## config.mk

```make
export PLATFORM = sky130hd
export DESIGN_NAME = mdu_seq_flat
export DESIGN_NICKNAME = d
export VERILOG_FILES = /design/src/rtl/mdu_seq_if.sv /design/src/rtl/mdu_seq.sv /design/src/flat_wrapper.sv
export SDC_FILE = /design/constraint.sdc
export NUM_CORES = 1
export LEC_CHECK = 0
export BUFFER_PORTS_ARGS = -buffer_cell sky130_fd_sc_hd__buf_2
export CAP_MARGIN = 25
export CELL_PAD_IN_SITES_DETAIL_PLACEMENT = 0
export CELL_PAD_IN_SITES_GLOBAL_PLACEMENT = 1
export CORE_ASPECT_RATIO = 1.75
export CORE_UTILIZATION = 37
export DETAILED_ROUTE_END_ITERATION = 16
export PLACE_DENSITY = 0.85
export SLEW_MARGIN = 0
export SYNTH_ARGS = -nofsm -noshare
export SYNTH_HDL_FRONTEND = slang
export SYNTH_SLANG_ARGS = --single-unit
```

## constraint.sdc

```tcl
create_clock -name clk -period 2.7 [get_ports clk]
set_clock_uncertainty 0.2 [all_clocks]
set_input_delay 0.27 -clock clk [delete_from_list [all_inputs] [get_ports clk]]
set_output_delay 0.27 -clock clk [all_outputs]
set_load 0.02 [all_outputs]
```

## src/rtl/mdu_seq_if.sv

```systemverilog
// Handshake and adder-port bundle for the mdu_seq multiply/divide sequencer.
// The slave modport is the sequencer; the master is the requester plus the external adder.
interface mdu_seq_if;
  logic        start;
  logic        op;
  logic [31:0] opa;
  logic [31:0] opb;
  logic [31:0] add_a;
  logic [31:0] add_b;
  logic        add_sub;
  logic [31:0] add_s;
  logic        add_co;
  logic        busy;
  logic        done;
  logic [31:0] hi;
  logic [31:0] lo;
  logic        err;

  modport slave (
    input  start, op, opa, opb, add_s, add_co,
    output add_a, add_b, add_sub, busy, done, hi, lo, err
  );

  modport master (
    output start, op, opa, opb, add_s, add_co,
    input  add_a, add_b, add_sub, busy, done, hi, lo, err
  );
endinterface

```

## src/rtl/mdu_seq.sv

```systemverilog
// 32-iteration unsigned multiply/divide sequencer driving one external add/sub unit.
// Divide support is compiled in only when MDU_DIV_EN is defined.
module mdu_seq (
  input  logic     clk,
  input  logic     rst_n,
  mdu_seq_if.slave bus
);

`ifdef MDU_DIV_EN
  typedef enum logic [1:0] {S_IDLE, S_MUL, S_DIV, S_DONE} state_t;
`else
  typedef enum logic [1:0] {S_IDLE, S_MUL, S_DONE} state_t;
`endif

  state_t      r_state;
  logic [31:0] r_hi;
  logic [31:0] r_lo;
  logic [31:0] r_m;
  logic [4:0]  r_cnt;
  logic        r_err;

  logic [31:0] w_add_a;
  logic [31:0] w_add_b;
  logic        w_add_sub;
  logic        w_accept;

`ifdef MDU_DIV_EN
  logic [31:0] w_sh;
  logic        w_ge;

  // Restoring step: a set hi[31] means the shifted remainder already exceeds 2^32 > m.
  assign w_sh = {r_hi[30:0], r_lo[31]};
  assign w_ge = r_hi[31] | bus.add_co;
`endif

  assign w_accept = bus.start && (r_state == S_IDLE || r_state == S_DONE);

  // NOTE: every path assigns a default first, so no latch is inferred for idle states.
  always_comb begin
    w_add_a   = '0;
    w_add_b   = '0;
    w_add_sub = 1'b0;
    case (r_state)
      S_MUL: begin
        w_add_a = r_hi;
        w_add_b = r_m;
      end
`ifdef MDU_DIV_EN
      S_DIV: begin
        w_add_a   = w_sh;
        w_add_b   = r_m;
        w_add_sub = 1'b1;
      end
`endif
      default: ;
    endcase
  end

  // NOTE: state registers use non-blocking assignments so all updates see pre-edge values.
  always_ff @(posedge clk or negedge rst_n) begin
    if (!rst_n) begin
      r_state <= S_IDLE;
      r_hi    <= '0;
      r_lo    <= '0;
      r_m     <= '0;
      r_cnt   <= '0;
      r_err   <= 1'b0;
    end else begin
      case (r_state)
        S_IDLE, S_DONE: begin
          if (w_accept) begin
            r_cnt <= '0;
            r_err <= 1'b0;
            r_m   <= bus.opb;
            if (!bus.op) begin
              r_hi    <= '0;
              r_lo    <= bus.opa;
              r_state <= S_MUL;
            end else begin
`ifdef MDU_DIV_EN
              if (bus.opb == 32'd0) begin
                r_hi    <= bus.opa;
                r_lo    <= '1;
                r_err   <= 1'b1;
                r_state <= S_DONE;
              end else begin
                r_hi    <= '0;
                r_lo    <= bus.opa;
                r_state <= S_DIV;
              end
`else
              r_hi    <= '0;
              r_lo    <= '0;
              r_err   <= 1'b1;
              r_state <= S_DONE;
`endif
            end
          end else begin
            r_state <= S_IDLE;
          end
        end

        S_MUL: begin
          // Shift-add: the 33-bit partial sum drops into hi, the multiplier shifts out of lo.
          if (r_lo[0]) begin
            {r_hi, r_lo} <= {bus.add_co, bus.add_s, r_lo[31:1]};
          end else begin
            {r_hi, r_lo} <= {1'b0, r_hi, r_lo[31:1]};
          end
          r_cnt <= r_cnt + 5'd1;
          if (r_cnt == 5'd31) begin
            r_state <= S_DONE;
          end
        end

`ifdef MDU_DIV_EN
        S_DIV: begin
          r_hi  <= w_ge ? bus.add_s : w_sh;
          r_lo  <= {r_lo[30:0], w_ge};
          r_cnt <= r_cnt + 5'd1;
          if (r_cnt == 5'd31) begin
            r_state <= S_DONE;
          end
        end
`endif

        default: r_state <= S_IDLE;
      endcase
    end
  end

  assign bus.add_a   = w_add_a;
  assign bus.add_b   = w_add_b;
  assign bus.add_sub = w_add_sub;
`ifdef MDU_DIV_EN
  assign bus.busy    = (r_state == S_MUL) || (r_state == S_DIV);
`else
  assign bus.busy    = (r_state == S_MUL);
`endif
  assign bus.done    = (r_state == S_DONE);
  assign bus.hi      = r_hi;
  assign bus.lo      = r_lo;
  assign bus.err     = r_err;

endmodule

```

## src/flat_wrapper.sv

```systemverilog
// flat-port wrapper written by rule: the top's interface ports become plain ports
module mdu_seq_flat 
  (clk, rst_n, bus_start, bus_op, bus_opa, bus_opb, bus_add_s, bus_add_co, bus_add_a, bus_add_b, bus_add_sub, bus_busy, bus_done, bus_hi, bus_lo, bus_err);
  mdu_seq_if bus_i ();
  input  logic clk;
  input  logic rst_n;
  input wire logic [$bits(bus_i.start)-1:0] bus_start;
  input wire logic [$bits(bus_i.op)-1:0] bus_op;
  input wire logic [$bits(bus_i.opa)-1:0] bus_opa;
  input wire logic [$bits(bus_i.opb)-1:0] bus_opb;
  input wire logic [$bits(bus_i.add_s)-1:0] bus_add_s;
  input wire logic [$bits(bus_i.add_co)-1:0] bus_add_co;
  output wire logic [$bits(bus_i.add_a)-1:0] bus_add_a;
  output wire logic [$bits(bus_i.add_b)-1:0] bus_add_b;
  output wire logic [$bits(bus_i.add_sub)-1:0] bus_add_sub;
  output wire logic [$bits(bus_i.busy)-1:0] bus_busy;
  output wire logic [$bits(bus_i.done)-1:0] bus_done;
  output wire logic [$bits(bus_i.hi)-1:0] bus_hi;
  output wire logic [$bits(bus_i.lo)-1:0] bus_lo;
  output wire logic [$bits(bus_i.err)-1:0] bus_err;
  assign bus_i.start = bus_start;
  assign bus_i.op = bus_op;
  assign bus_i.opa = bus_opa;
  assign bus_i.opb = bus_opb;
  assign bus_i.add_s = bus_add_s;
  assign bus_i.add_co = bus_add_co;
  assign bus_add_a = bus_i.add_a;
  assign bus_add_b = bus_i.add_b;
  assign bus_add_sub = bus_i.add_sub;
  assign bus_busy = bus_i.busy;
  assign bus_done = bus_i.done;
  assign bus_hi = bus_i.hi;
  assign bus_lo = bus_i.lo;
  assign bus_err = bus_i.err;
  mdu_seq u_core (.clk(clk), .rst_n(rst_n), .bus(bus_i));
endmodule
```

# Word-level counts from Yosys, hierarchy flattened
# Cells that the tools add are included.
# word_totals
register_bits	104
word_cells	35
# classes
add_sub_neg	1
n_reduce_logical	7
n_eq_ne	5
n_mux	16
# ops
operator	n
two-way mux 32 bit	7
case mux 32 bit (2 select lines)	2
case mux 5 bit (2 select lines)	1
two-way mux 2 bit	3
adder 5 x 1 -> 5 bit, second input constant	1
equality test 5 bit, second input constant	1
two-way mux 5 bit	1
inequality test 2 x 1 -> 1 bit, second input constant	2
case mux 2 bit (2 select lines)	1
AND reduction 2 bit	2
equality test 2 x 1 -> 1 bit, second input constant	1
equality test 2 bit, second input constant	1
logical NOT 2 bit	1
nonzero test 2 bit	1
OR reduction 2 bit	1
logical AND 1 bit	1
logical OR 1 bit	1
two-way mux 1 bit	1

# Longest topological paths before layout
# Gate-level depths: netlist of run 1.
# logic_depth
depth_word	5
depth_mapped	6
depth_no_buf	4

# Least setup slack after synthesis of run 1
# OpenSTA, ideal clock, no wires.
# synth_timing
path_kind	register to output
startpoint	register u_core.r_state[1]
endpoint	output bus_add_a[27]
t_arrival_ns	1.207
required_time_ns	2.230
path_buffers	2
path_stages_with_launch	6
path_slack_ns	1.023
cell_sequence	dfrtp_1 nand2b_2 inv_2 buf_4 buf_2 and2_1
# synth_between
elab_chain_cells	2
# synth_lines
item	line_no	rtl
start: declaration	mdu_seq.sv:15	state_t r_state;
start signal: assignment	mdu_seq.sv:62	r_state <= S_IDLE;
start signal: assignment	mdu_seq.sv:78	r_state <= S_MUL;
start signal: assignment	mdu_seq.sv:95	r_state <= S_DONE;
equality test 2 x 1 -> 1 bit	mdu_seq.sv:43	case (r_state)
two-way mux 32 bit	mdu_seq.sv:43	
end: declaration	flat_wrapper.sv:13	output wire logic [$bits(bus_i.add_a)-1:0] bus_add_a;
# Every way passes these cells.

# Final worst setup path of run 1
# layout_timing
startpoint	register u_core.r_state[0]
endpoint	output bus_add_b[24]
# layout_between
elab_chain_cells	2
# layout_lines
item	line_no	rtl
equality test 2 x 1 -> 1 bit	mdu_seq.sv:43	
two-way mux 32 bit	mdu_seq.sv:43	
end: declaration	flat_wrapper.sv:14	output wire logic [$bits(bus_i.add_b)-1:0] bus_add_b;
# Every way passes these cells.

==> impl_results.md, run 1 <==
- Clock network power share: 0.164
- CTS tree: yes
- WL final: 14700 microns
- Total Routing Usage GR: 0.217
- Critical Path Source Type: flip-flop
- Synth cell count leaders: 109 x nand2_1, 104 x dfrtp_1, 64 x and2_1
- Reg power frac: 0.351
- Critical path type: flip-flop to output pin
- Cell with the most instances after synthesis: nand2_1
- Initial Utilization: 0.383
- Clock sinks: 104
- Total CTS buffers: 9
- Setup Buffers After CTS: 0
- Initial DRT Pass Iterations: 4
- CORE AREA: 0.0130 sq mm
- Syn_area_per_cell: 10.4 sq um
- Worst-Skew Late Latency: 0.35 ns
- FF-to-FF Start: u_core.r_state[0]
- Synthesized Nets: 580
- Combinational share of power: 0.485
- Cell leakage power: 3.80 nW
- Final nets: between 800 and 900
- Fin area: ~0.0071 sq mm
- WL/cell: around 16 microns
- Hold Startpoint: bus_add_s[19]
- Gr ovfl total: 0
- RSZ-0062 raised after global routing: false
- Power Dens Cells: 1090 mW/mm^2
- Worst rel slew slack: 0.405
- Area post-placement: ~0.0062 sq mm
- Fin crit share: 0.927
- Share of cells above drive strength 1: 0.354
- Max-slew violations: 0
- Area Growth Syn to Fin: 42.9%
- Die Span Y: between 150 and 200 microns
- Final ANT Viol Nets: 0
- Largest net degree at the start of global routing: 82
- Most used flip-flop cell after synthesis: dfrtp_1
- Number of synthesized flops with an enable pin: 0
- Vias in the first global route: 4815
- Fillers: about 1.2k
- Top achievable clock speed: 400 MHz
- RD Place Congestion: 0.805
- Final setup viols: 0
- Setup total negative slack: 0 ns
- Ant diodes: 0
- Die footprint: 0.0139 sq mm
- Syn Std Cell Area: 0.00498 sq mm
- Routed via count: 4677
- Internal power: 0.00434 W
- Nature of the critical path endpoint: output pin
- Post-synthesis instance total: ~480
- Die Wd: 89.7 microns
- Max FO, Critical Path: 42
- Net Switching: 0.00345 W
- Initial DRC count: approximately 290
- First-pass GRT wire length: 23200 microns
- HP Class: primary input to flip-flop
- Worst Hold Slack: 0.00638 ns
- Post-synthesis register bit count: 104
- Final HPWL DP: 9960 microns
- Top post-synthesis cells by area: dfrtp_1 52%, nand2_1 8.2%, and2_1 8.0%, mux2i_1 6.8%, o2bb2ai_1 5.5%
- Post-Route Utilization: 0.547
- I/O Pins: 233
- Final min period: 2.50 ns
- CTS Buffer Depth: 2
- CP Data Arrival Time: ~2.0 ns
- Port Buffers: approximately 230
- Yosys top cell by area: dfrtp_1
- Vias per cell: 5.07
- Hold Violations, Final: 0
- Status: finished, final reports clean
- IR drop worst, VDD: 0.559 mV
- Critical path launch point: u_core.r_state[0]
- Htree depth: 3
- Clock transition at the registers of the reported paths: 0.08 ns
- Root Driver: clkbuf_16
- Sw Ratio: 0.443
- Yosys top cell area share: 0.523
- Drc violations: 0
- Worst-margin pin slew: about 0.89 ns
- Worst EP required: 2.23 ns
- Antenna violations before repair: 0
- Yosys Warn Count: 0
- FP Rows: 55
- Share of flip-flops with an asynchronous set or reset: 1.00
- Register area share after synthesis: 0.523
- Unique cell type count in the Yosys netlist: 32
- Max-cap viol count: 0
## registers in the layout, summed over array words and instances, names as in the netlist
signal and flops:
u_core.bus.err 1, u_core.bus.hi 32, u_core.bus.lo 32, u_core.r_cnt 5, u_core.r_m 32, u_core.r_state 2
## per-stage QoR
step | setup slack (ns) | std cells | power, W
floorplan | 1.02 | 477 | 0.00523
global placement | 0.624 | 847 | 0.00637
finish | 0.197 | 922 | 0.00778
CTS | 0.204 | 922 | 0.00785
detailed placement | 0.537 | 847 | 0.00648
global route | 0.0732 | 922 | 0.00834
## kinds of logic (layout without fill, tap and decap cells)
family                   after synthesis  in the layout  synth area share
AND/OR/NAND/NOR                      214            214             0.224
flip-flops                           104            104             0.523
AO/OA/AOI/OAI                         78             78             0.129
buffers and inverters                 43            317            0.0477
multiplexers                          35             35            0.0706
adder cells (fa/ha/maj)                2              2           0.00503
other                                  1              1          0.000753
## final timing paths
check                               endpoint  slack [ns]  depth (start not counted)
min in group asynchronous  u_core.bus.lo[16]        0.18                          2
min reg2reg                   u_core.r_m[15]        0.27                          2
min                        u_core.bus.hi[18]       0.006                          3
max reg2reg                u_core.bus.lo[13]        0.49                          3
max                            bus_add_b[24]        0.20                          5
max in group asynchronous   u_core.bus.lo[0]        1.36                          3
## area by class of cell
cell class / instances / area, sq um / share of cell area
clock buffers: 10 / 239 / 0.0336
clock inverters: 6 / 51.3 / 0.00721
inverters: 1 / 3.75 / 0.000528
multi-input cells: 330 / 2140 / 0.301
flip-flops and latches: 104 / 2600 / 0.366
well taps: 171 / 214 / 0.0301
repair buffers: 300 / 1860 / 0.262
## power by group through the flow
stage / combinational, W / sequential, W / clock (W)
6_report: 0.00378 / 0.00273 / 0.00127
5_1_grt: 0.00414 / 0.00282 / 0.00137
4_1_cts: 0.00381 / 0.00273 / 0.00131
3_5_place_dp: 0.00374 / 0.00274 / 0
3_3_place_gp: 0.00365 / 0.00272 / 0
2_1_floorplan: 0.00226 / 0.00297 / 0
## routing by layer
metal  wire length [microns]  global-route usage  up-vias
li1                        -                   -     2201
met1                    5620               0.243     2246
met2                    7660               0.372      182
met3                     820              0.0504       48
met4                     637               0.115        0
met5                       0                   0        -
## what timing repair did
item | 4_1_cts | 5_1_grt
gates resized for setup | 0 | 0
hold endpoints to repair | 81 | 0
hold buffers | 59 | 0
## critical path, cell delays in order (launching register included)
cell      delay [ns]
dfrtp_1         0.64
nand2b_2        0.12
inv_2           0.29
buf_12          0.25
and2_1          0.19
buf_2           0.18
## cell usage in the layout (no fill, tap or decap), drive strengths merged
cell type,Yosys,layout
clkinv,0,4
mux2i,34,34
inv,1,3
nand2b,2,2
a221o,23,23
nand4,1,1
nor2b,2,2
buf,28,241
clkbuf,14,10
and3,24,24
a211oi,1,1
o2bb2ai,31,31
nor2,2,2
dlygate4sd3,0,59
mux2,1,1
ha,2,2
a32o,1,1
nor4bb,8,8
o21ai,9,9
nand3,1,1
dfrtp,104,104
o22ai,1,1
conb,1,1
nand2,109,109
and2,64,64
a21oi,9,9
a22o,3,3
and4bb,1,1
(Power assumes the default switching activity.)
==> run 2: changes to the inputs <==
--- a/config.mk
+++ b/config.mk
@@ -9,7 +9,6 @@
 export CAP_MARGIN = 25
 export CELL_PAD_IN_SITES_DETAIL_PLACEMENT = 0
 export CELL_PAD_IN_SITES_GLOBAL_PLACEMENT = 1
-export CORE_ASPECT_RATIO = 1.75
 export CORE_UTILIZATION = 37
 export DETAILED_ROUTE_END_ITERATION = 16
 export PLACE_DENSITY = 0.85
==> run 2 against run 1 <==
  * Maximum frequency grew 0.98%
  * Highest routed layer unchanged
  * Hold slack improved by 0.0099 ns
  * Critical endpoint is now bus_add_b[3]
  * Final cell count up 0.22%
  * Die area fell by 0.13%
  * Clock power increased by 24%
  * Combinational power about the same
  * Setup slack improved by 0.024 ns
  * Global-route usage decreased by 1.5 points
  * Flip-flop and latch count unchanged
  * Core utilization is 0.37 points lower
==> impl_results.md, run 2 (same netlist as run 1, synthesis figures left out) <==
- Status: finished, final reports clean
- Commonest non-fill, non-tap cell in the layout: buf_2
- Share of cells above drive strength 1: 0.354
- IR drop worst, VDD: 0.575 mV
- Clock sinks: 104
- Antenna violations before repair: 0
- Final HPWL DP: 9370 microns
- Nature of the critical path endpoint: output pin
- Largest net degree at the start of global routing: 64
- Final ANT Viol Nets: 0
- Met3 usage: 0.0339
- FP Rows: 42
- Max-cap viol count: 0
- Ant diodes: 0
- CP cell instances: nand2b_2 -> inv_2 -> buf_12 -> and2_1 -> buf_2
- Area Growth Syn to Fin: 43.9%
- Power Dens Cells: 1120 mW/mm^2
- Total CTS buffers: 9
- First-pass GRT wire length: 22500 microns
- Largest stage delay, worst path: 0.60 ns
- Drc violations: 0
- Initial DRC count: 208
- Die Span Y: around 120 microns
- Top achievable clock speed: 403 MHz
- CP max-delay cell: dfrtp_1
- Initial DRT Pass Iterations: 5
- Port Buffers: between 200 and 250
- WL final: 13800 microns
- Most frequent cells in the layout: 230 x buf_2, 109 x nand2_1, 103 x dfrtp_1
- Initial Utilization: 0.377
- Vias per cell: 4.98
- RSZ-0062 raised after global routing: false
- Worst-margin pin slew: 0.787 ns
- # placed instances: 852
- Max FO, Critical Path: 63
- Die footprint: 0.0139 sq mm
- Critical path type: flip-flop to output pin
- Final setup viols: 0
- Setup total negative slack: 0 ns
- Routed via count: between 4k and 5k
- Total Routing Usage GR: 0.202
- CTS Buffer Depth: 2
- Vias in the first global route: 4523
- Gr ovfl total: 0
- Htree depth: 3
- Clock transition at the registers of the reported paths: 0.07 ns
- Final nets: 847
- Met1 usage: 0.264
- Cell leakage power: roughly 3.8 nW
- Critical Path Source Type: flip-flop
- Post-Route Utilization: 0.543
- Post-CTS Hold Buffers: 57
- Worst-Skew Late Latency: 0.34 ns
- CORE AREA: 0.0132 sq mm
- Fin crit share: 0.918
- CP Data Arrival Time: 2.01 ns
- Finished Layout Cells: 924
- Die Wd: 118 microns
- HP Class: primary input to flip-flop
- Root Driver: clkbuf_16
- RD Place Congestion: 0.826
- Max-slew violations: 0
- CTS tree: yes
- Overall power: 0.00802 W
- GR peak layer: met2
- Final min period: 2.48 ns
- Cts repair resizes: 0
- GR Util met2: 0.334
- Hold Violations, Final: 0
- Setup Buffers After CTS: 0
- I/O Pins: between 200 and 250
- Worst EP required: 2.23 ns
- WL/cell: 14.9 microns
- Worst rel slew slack: 0.474
## run 2: cell types whose count changed in the layout (fill, tap and decap cells not counted), sizes merged
cell         delta
clkinv          -3
bufinv          +4
dlygate4sd3     -2
inv             -2
## run 2: worst paths after layout
| check | from | to | slack, ns | cells past startpoint |
|---|---|---|---|---|
| max in group asynchronous | rst_n | u_core.bus.hi[6] | 1.44 | 3 |
| worst max-delay path | u_core.r_state[0] | bus_add_b[3] | 0.22 | 5 |
| worst max register to register | u_core.r_state[0] | u_core.r_cnt[1] | 0.68 | 4 |
| min in group asynchronous | rst_n | u_core.bus.lo[13] | 0.13 | 2 |
| worst min register to register | u_core.r_m[15] | u_core.r_m[15] | 0.27 | 2 |
| worst min-delay path | bus_add_s[28] | u_core.bus.hi[27] | 0.02 | 3 |
## run 2: metrics by stage
stage,setup WS [ns],area (sq um),hold slack [ns]
6_report,0.221,7170,0.0163
5_1_grt,0.0665,7170,0.0306
4_1_cts,0.209,7170,0.00669
3_5_place_dp,0.595,6230,-0.0764
3_3_place_gp,0.660,6230,-0.0793
2_1_floorplan,1.02,4980,-0.226
## run 2: critical path, delay by kind of cell (launching register included)
| family | cells | cell delay, ns |
|---|---|---|
| buffers and inverters | 3 | 0.75 |
| flip-flops | 1 | 0.60 |
| AND/OR/NAND/NOR | 2 | 0.27 |
## run 2: metal layers
layer	routed length [microns]	vias up
li1	-	2190
met1	6070	2235
met2	6720	163
met3	754	17
met4	247	0
met5	0	-
## run 2: cell type report
type | count | area [sq um]
Timing Repair Buffer | 298 | 1830
Clock inverter | 5 | 129
Inverter | 1 | 3.75
Fill cell | 1165 | 6020
Clock buffer | 10 | 239
Tap cell | 176 | 220
Sequential cell | 104 | 2600
Multi-Input combinational cell | 330 | 2140
## run 2: report_power, final
part           internal [W]  switching [W]
Sequential          0.00219       0.000508
Clock               0.00102       0.000555
Combinational       0.00145        0.00230
Total               0.00466        0.00336
==> run 3: changes to the inputs <==
--- a/config.mk
+++ b/config.mk
@@ -12,6 +12,7 @@
 export CORE_UTILIZATION = 37
 export DETAILED_ROUTE_END_ITERATION = 16
 export PLACE_DENSITY = 0.85
+export SETUP_SLACK_MARGIN = 0.3
 export SLEW_MARGIN = 0
 export SYNTH_ARGS = -nofsm -noshare
 export SYNTH_HDL_FRONTEND = slang
==> run 3 against run 2 <==
  * Combinational power is essentially flat
  * Flip-flop and latch count is the same
  * Setup slack gained 0.22 ns
  * Count of clock-buffer cells in the layout is the same
  * Final area is essentially flat
  * Routed wire length grew 0.19%
  * Largest power group unchanged
  * Die area is the same
  * Sequential power is essentially flat
==> impl_results.md, run 3 (same netlist as run 1, synthesis figures left out) <==
- CP max-delay cell: dfrtp_2
- Most frequent cells in the layout: 230 x buf_2, 109 x nand2_1, 102 x dfrtp_1
- Worst-margin pin slew: approximately 0.79 ns
- Worst rel slew slack: 0.475
- FP Rows: 42
- Kind of cell adding the most delay to the critical path: buffers and inverters
- Final ANT Viol Nets: 0
- Setup Buffers After CTS: 0
- Die Span Y: around 120 microns
- Vias in the first global route: 4523
- Gr ovfl total: 0
- Htree depth: 3
- Share of cells above drive strength 1: 0.356
- Initial DRC count: 216
- Top achievable clock speed: between 400 and 500 MHz
- Vias per cell: 4.99
- Max FO, Critical Path: 63
- Cell leakage power: 3.82 nW
- Fillers: roughly 1.2k
- CORE AREA: 0.0132 sq mm
- Commonest non-fill, non-tap cell in the layout: buf_2
- Status: finished, final reports clean
- Pre-CTS setup slack: 0.595 ns
- Drc violations: 0
- Final setup viols: 0
- I/O Pins: 233
- Max-cap viol count: 0
- RD Place Congestion: 0.826
- Ant diodes: 0
- Root Driver: clkbuf_16
- CP Data Arrival Time: roughly 1.8 ns
- Largest net degree at the start of global routing: 64
- Initial DRT Pass Iterations: 4
- WL final: 13800 microns
- First-pass GRT wire length: 22500 microns
- Largest stage delay, worst path: 0.50 ns
- RSZ-0062 raised after global routing: false
- Clock sinks: roughly 100
- Max-slew violations: 0
- Nature of the critical path endpoint: output pin
- Total Routing Usage GR: 0.202
- Die footprint: between 0.01 and 0.015 sq mm
- Total CTS buffers: 9
- HP Class: primary input to flip-flop
- Final nets: 847
- CP cell instances: nand2b_2 -> inv_4 -> buf_12 -> and2_1 -> buf_2
- Die Wd: 118 microns
- Port Buffers: about 230
- Power Dens Cells: 1120 mW/mm^2
- Initial Utilization: 0.377
- Critical Path Source Type: flip-flop
- Critical path type: flip-flop to output pin
- Antenna violations before repair: 0
- Worst path buffer plus inverter count: 3
- Hold Violations, Final: 0
- Final min period: 2.26 ns
- Area Growth Syn to Fin: 44.0%
- Worst-Skew Late Latency: 0.34 ns
- WL/cell: 15.0 microns
- IR drop worst, VDD: 0.579 mV
- Final HPWL DP: 9370 microns
- CTS tree: yes
- CTS Buffer Depth: 2
- Clock transition at the registers of the reported paths: ~0.070 ns
- Setup total negative slack: 0 ns
- Worst EP required: 2.23 ns
- Routed via count: 4614
- Post-route setup slack: 0.438 ns
- Fin crit share: 0.838
## run 3: worst reg2reg max path: cells and delay by family (launching register included)
kind	cells	cell delay, ns
buf+inv	1	0.47
flops	1	0.50
mux	2	0.54
simple gates	1	0.13
## run 3: cell type report
type | count | area, sq um | area share
multi-input cells | 330 | 2140 | 0.299
flip-flops and latches | 104 | 2610 | 0.363
inverters | 1 | 6.26 | 0.000873
clock buffers | 10 | 239 | 0.0333
well taps | 176 | 220 | 0.0307
repair buffers | 298 | 1830 | 0.255
clock inverters | 5 | 129 | 0.0180
## run 3: path summary, 6_finish.rpt
kind / startpoint / end / slack [ns] / depth (start not counted)
worst max-delay path: u_core.r_state[0] / bus_add_b[3] / 0.44 / 5
worst min-delay path: bus_add_s[28] / u_core.bus.hi[27] / 0.02 / 3
worst max register to register: u_core.r_state[0] / u_core.r_cnt[2] / 0.79 / 4
worst min register to register: u_core.r_m[15] / u_core.r_m[15] / 0.27 / 2
max in group asynchronous: rst_n / u_core.bus.hi[6] / 1.45 / 3
min in group asynchronous: rst_n / u_core.bus.lo[12] / 0.13 / 2
## run 3: metrics by stage
stage	cells	util	power, W	instance area (sq um)	hold slack [ns]
finish	924	0.544	0.00804	7170	0.0167
global route	924	0.544	0.00856	7170	0.0306
CTS	924	0.543	0.00811	7170	0.00669
detailed placement	852	0.472	0.00642	6230	-0.0764
global placement	852	0.472	0.00635	6230	-0.0793
floorplan	477	-	0.00523	4980	-0.226
## run 3: power by group
part           switching [W]  internal [W]  leakage, nW
Clock               0.000556       0.00102        0.179
Combinational        0.00230       0.00145         2.31
Sequential          0.000509       0.00219         1.33
## run 3: metal layers
| layer | GRT usage | up-vias | share of wire |
|---|---|---|---|
| li1 | - | 2190 | - |
| met4 | 0.0761 | 0 | 0.020 |
| met3 | 0.0339 | 25 | 0.057 |
| met5 | 0 | - | 0 |
| met2 | 0.334 | 174 | 0.48 |
| met1 | 0.264 | 2225 | 0.44 |
## run 3: what timing repair did
action,in CTS,in global routing
hold buffers,57,0
hold endpoints to repair,160,0
endpoints found under the setup margin,64,64
gates resized for setup,1,2
